`src/rtl/ifc_array_accum.sv`:
```
// Lockstep multi-channel accumulator behind a single-stage valid/ready pipe.
// Each accepted beat updates per-channel X/Y state and registers an 8-bit result Z.
module ifc_array_accum #(
   parameter int unsigned NCH    = 2,
   parameter int unsigned W      = 8,
   parameter int unsigned AW     = 16,
   parameter int unsigned X_INIT = 17,
   parameter int unsigned Y_INIT = 21
) (
   input  logic         CLK,
   input  logic         RST_N,
   input  logic         CLR,
   input  logic         MODE,
   input  logic         IN_VALID,
   output logic         IN_READY,
   input  logic [W-1:0] A [NCH],
   input  logic [W-1:0] B [NCH],
   input  logic [W-1:0] Q [NCH],
   output logic         OUT_VALID,
   input  logic         OUT_READY,
   output logic [W-1:0] Z [NCH],
   output logic [15:0]  BEATS
);

   logic [AW-1:0] x_q [NCH];
   logic [AW-1:0] y_q [NCH];
   logic [AW-1:0] x_d [NCH];
   logic [AW-1:0] y_d [NCH];
   logic [W-1:0]  z_q [NCH];
   logic [W-1:0]  z_d [NCH];
   logic          out_valid_q;
   logic [15:0]   beats_q;
   logic          in_ready;
   logic          accept;
   logic          consume;

   // Downstream slot is free or being drained this cycle; CLR blocks intake.
   assign in_ready = !CLR && (!out_valid_q || OUT_READY);
   assign accept   = IN_VALID && in_ready;
   assign consume  = out_valid_q && OUT_READY;

   always_comb begin
      for (int i = 0; i < NCH; i++) begin
         x_d[i] = MODE ? (x_q[i] + AW'(Q[i])) : (x_q[i] - AW'(Q[i]));
         y_d[i] = y_q[i] + AW'(1);
         // Result uses pre-update X/Y; only the low W bits are kept.
         z_d[i] = W'(AW'(A[i] | B[i]) | (x_q[i] + y_q[i] - AW'(Q[i])));
      end
   end

   always_ff @(posedge CLK or negedge RST_N) begin
      if (!RST_N) begin
         for (int i = 0; i < NCH; i++) begin
            x_q[i] <= AW'(X_INIT);
            y_q[i] <= AW'(Y_INIT);
            z_q[i] <= '0;
         end
         out_valid_q <= 1'b0;
         beats_q     <= '0;
      end else if (CLR) begin
         for (int i = 0; i < NCH; i++) begin
            x_q[i] <= AW'(X_INIT);
            y_q[i] <= AW'(Y_INIT);
            z_q[i] <= '0;
         end
         out_valid_q <= 1'b0;
         beats_q     <= '0;
      end else if (accept) begin
         for (int i = 0; i < NCH; i++) begin
            x_q[i] <= x_d[i];
            y_q[i] <= y_d[i];
            z_q[i] <= z_d[i];
         end
         out_valid_q <= 1'b1;
         beats_q     <= beats_q + 16'd1;
      end else if (consume) begin
         out_valid_q <= 1'b0;
      end
   end

   assign IN_READY  = in_ready;
   assign OUT_VALID = out_valid_q;
   assign BEATS     = beats_q;
   assign Z         = z_q;

endmodule

```
`config.mk`:
```
export PLATFORM = sky130hd
export DESIGN_NAME = ifc_array_accum
export DESIGN_NICKNAME = d
export VERILOG_FILES = /design/src/rtl/ifc_array_accum.sv
export SDC_FILE = /design/constraint.sdc
export NUM_CORES = 1
export LEC_CHECK = 0
export CAP_MARGIN = 40
export CELL_PAD_IN_SITES_DETAIL_PLACEMENT = 1
export CELL_PAD_IN_SITES_GLOBAL_PLACEMENT = 1
export CORE_MARGIN = 4
export CORE_UTILIZATION = 45
export CTS_BUF_LIST = sky130_fd_sc_hd__clkbuf_8
export DETAILED_ROUTE_END_ITERATION = 6
export GPL_TIMING_DRIVEN = 0
export HOLD_SLACK_MARGIN = 0.15
export PLACE_DENSITY = 0.88
export REMOVE_ABC_BUFFERS = 1
export SETUP_SLACK_MARGIN = 0.5
export SLEW_MARGIN = 20
export SYNTH_ARGS = -nofsm -noshare
export SYNTH_HDL_FRONTEND = slang
export SYNTH_SLANG_ARGS = --single-unit
export TNS_END_PERCENT = 50
```
`constraint.sdc`:
```
create_clock -name CLK -period 7 [get_ports CLK]
set_clock_uncertainty 0.15 [all_clocks]
set_input_delay 1.05 -clock CLK [delete_from_list [all_inputs] [get_ports CLK]]
set_output_delay 1.05 -clock CLK [all_outputs]
set_load 0.01 [all_outputs]
```
==> impl_metrics.py <==
metrics = {
    "cells_and_area": {
        "final_cells": 755,
        "antenna_cells": 0,
        "fillCellCount": 1182,
        "seqCellArea_um2": 1640,
        "area_growth_pct": 24.8,
        "drive_gt1_share_pct": 8.40,
        "multiInputGateArea_um2": 2780,
        "layout.nets": 721,
        "final_area_um2": 5970,
    },
    "floorplan": {
        "die_area_um2": 12300,
        "start_util_pct": 46.3,
        "fp.coreArea_um2": 10300,
        "io_pins": 88,
        "rows": 37,
        "die_y_um": 111,
        "die_x_um": 111,
    },
    "clock_network": {
        "htree_levels": 3,
        "clk_pin_slew_ps": 90,
        "cts_setup_buffers": 0,
        "ctsResizeCount": 0,
        "cts_buffer_depth": 2,
        "cts_sinks": 65,
        "cts_tree": "done",
        "cts_hold_buf": 0,
        "clock_latency_ps": 370,
        "cts_made_buffers": 9,
        "cts_root_buffer": "clkbuf_8",
    },
    "global_routing": {
        "grt_max_degree": 67,
        "grt_util_met1_pct": 29.3,
        "grt.overflow.total": 0,
        "grt_pass1_vias": 4770,
        "grt_use_total_pct": 24.9,
        "use_met3_pct": 4.37,
        "antenna_found_initial": 0,
        "grt_pass1_wl_um": 24600,
        "top_usage_layer": "met2",
        "grtUsageMet2_pct": 43.8,
    },
    "sta": {
        "period_share_pct": 53.8,
        "finalMaxSlewViolations": 0,
        "setup_viol": 0,
        "min_period_ps": 3760,
        "rsz0062_at_grt": "no",
        "slew_headroom_pct": 49.5,
        "worst_pin_slew_ps": 758,
        "fin_setup_tns_ps": 0,
        "fmax_mhz": 266,
        "finalHoldViolations": 0,
    },
    "setup_path": {
        "crit_required_ps": 7150,
        "path_cells": "clkdlybuf4s50_1, inv_1, ha_1, a31oi_1, xnor2_1, ha_1, a21o_1, o32a_1, o41ai_2, xnor2_1, or3_1, a21oi_1",
        "crit_buf_inv": 2,
        "start_kind": "primary input",
        "cp_slowest_stage_delay_ps": 620,
        "crit_family": "compound AO/OA/AOI/OAI gates",
        "critPathArrivalTime_ps": 3910,
        "cp_max_fo": 5,
        "crit_path_top_delay_cell": "clkdlybuf4s50_1",
        "critPathLaunch": "Q[8]",
        "criticalPathCategory": "in -> reg",
        "r2r_start": "y_q[0]$_DFFE_PN1P_",
        "cp_num_cells": 12,
        "reg2regPathDepth": 11,
        "cp-end-kind": "flip-flop",
    },
    "power_and_ir_drop": {
        "switchingPower_mw": 0.458,
        "seq_power_share_pct": 34.8,
        "combPwrFrac_pct": 39.6,
        "powerDensity_nw_per_um2": 209,
        "power_switching_share_pct": 36.7,
        "leakage_nw": 2.71,
        "internal-power_mw": 0.790,
        "power.clock.fraction_pct": 25.7,
        "peakVddDrop_uv": 82.5,
    },
    "logic_synthesis": {
        "yosys.area.top_type": "dfrtp_1",
        "synthCells": 531,
        "synth-compound-area-share_pct": 10.8,
        "synth_top_cell_area_share_pct": 28.8,
        "synth_mux_area_share_pct": 0.471,
        "synth_fa_ha_area_share_pct": 16.4,
        "async_reset_ff_share_pct": 100,
        "synth_xor_area_share_pct": 11.2,
        "synth_top_family_by_area": "simple AND/OR/NAND/NOR gates",
        "netlist_area_um2": 4780,
        "yosys-top-cells-area": "dfrtp_1, ha_1, xnor2_1",
        "synth_area_per_cell_um2": 9.01,
        "ys_warn_count": 0,
        "synth-edff-count": 0,
        "yosys.cell_types.count": 49,
        "ys_ff_latch": 65,
        "ys_seq_area_share_pct": 34.3,
        "ys.flop_type": "dfrtp_1",
        "synth-simple-area-share_pct": 19.1,
    },
    "worst_hold_path": {
        "hold_path_depth": 2,
        "min_from": "x_q[0]$_DFFE_PN1P_",
        "min_path_type": "reg -> reg",
    },
    "placed_design": {
        "portBuffers": 87,
        "gp_congestion": 0.842,
        "dpl-instance-area_um2": 5790,
        "dp_hpwl_um": 10300,
        "dp.cells": 739,
    },
    "drt": {
        "drt_iter0_drc": 189,
        "wl_per_cell_um": 19.7,
        "route.detailed.drc": 0,
        "wl_um": 14900,
        "vias": 4211,
        "ant_nets": 0,
        "dr.pass1.iters": 5,
        "vias_per_cell": 5.58,
    },
    "outcome": {
        "status": "finished clean",
    },
    "run": {
        "cap_violations": 0,
    },
}
final timing paths:
check | to | slack (ps)
setup reg to reg | Z[6]$_DFFE_PN0P_ | 3930
max in group asynchronous | x_q[20]$_DFFE_PN1P_ | 5720
setup / recovery | x_q[23]$_DFFE_PN0P_ | 3240
hold reg to reg | x_q[0]$_DFFE_PN1P_ | 370
hold / removal | x_q[0]$_DFFE_PN1P_ | 370
min in group asynchronous | x_q[2]$_DFFE_PN0P_ | 390
cell type report:
cell class / count / area share [%]
Clock buffer: 9 / 2.07
Sequential cell: 65 / 27.4
Tap cell: 136 / 2.85
Clock inverter: 7 / 0.943
Inverter: 71 / 4.46
Multi-Input combinational cell: 377 / 46.6
Timing Repair Buffer: 90 / 15.6
per-stage QoR:
stage	power, mW	util (%)	hold slack, ps	setup WS (ps)
2_1_floorplan	0.740	-	329	3650
3_3_place_gp	0.876	55.4	340	1850
3_5_place_dp	0.914	56.1	360	2880
4_1_cts	1.25	57.8	373	3240
5_1_grt	1.32	57.8	392	3090
6_report	1.25	57.8	371	3240
registers in the layout (all words and copies together), names as in the netlist:
name       cells
x_q           16
OUT_VALID      1
y_q           16
Z             16
BEATS         16
synthesized netlist by cell type, drive strengths merged, types with 3 or more instances:
cell type   n
nor2b       5
a211oi      4
dfrtp      55
clkbuf     10
xor2       23
nor2       59
xnor2      38
or4         3
nor3       20
o21ai      12
nand2      35
or3         6
a31oi       9
nand3      18
a21boi      4
a21o        8
nor4       14
nand4      10
clkinv      3
nand2b      3
and3        4
ha         37
a21oi      24
dfstp      10
nor4b       3
fa         16
o21a        6
inv        68
buf         8
metal layers:
metal  part of all wire, %  vias to the layer above
li1                      -                     1950
met3                   3.8                       43
met4                   3.8                        0
met5                     0                        -
met1                    40                     2093
met2                    52                      125
placed cells by master (no fill, tap or decap), types with 11 or more instances in the layout:
master / n
a21oi_1: 22
clkdlybuf4s50_1: 85
dfrtp_1: 55
fa_1: 16
ha_1: 37
inv_1: 63
nand2_1: 35
nand3_1: 18
nor2_1: 59
nor3_1: 18
nor4_1: 11
xnor2_1: 38
xor2_1: 23
worst min-delay path: stages, from the launching register on:
cell     delay, ps
dfstp_2        390
nand2_1         50
nand3_1         70
power groups by stage:
| stage | clock [mW] | sequential [mW] | combinational (mW) |
|---|---|---|---|
| 5_1_grt | 0.342 | 0.438 | 0.545 |
| 3_5_place_dp | 0 | 0.440 | 0.475 |
| 3_3_place_gp | 0 | 0.437 | 0.439 |
| 2_1_floorplan | 0 | 0.438 | 0.302 |
| 4_1_cts | 0.323 | 0.434 | 0.493 |
| 6_report | 0.320 | 0.434 | 0.494 |
cell families after synthesis:
logic type / after synthesis
compound gates: 78
xor+xnor: 61
buf+inv: 89
mux: 2
simple gates: 183
flops: 65
fa+ha+maj: 53
Power figures use the tool's default switching activity.
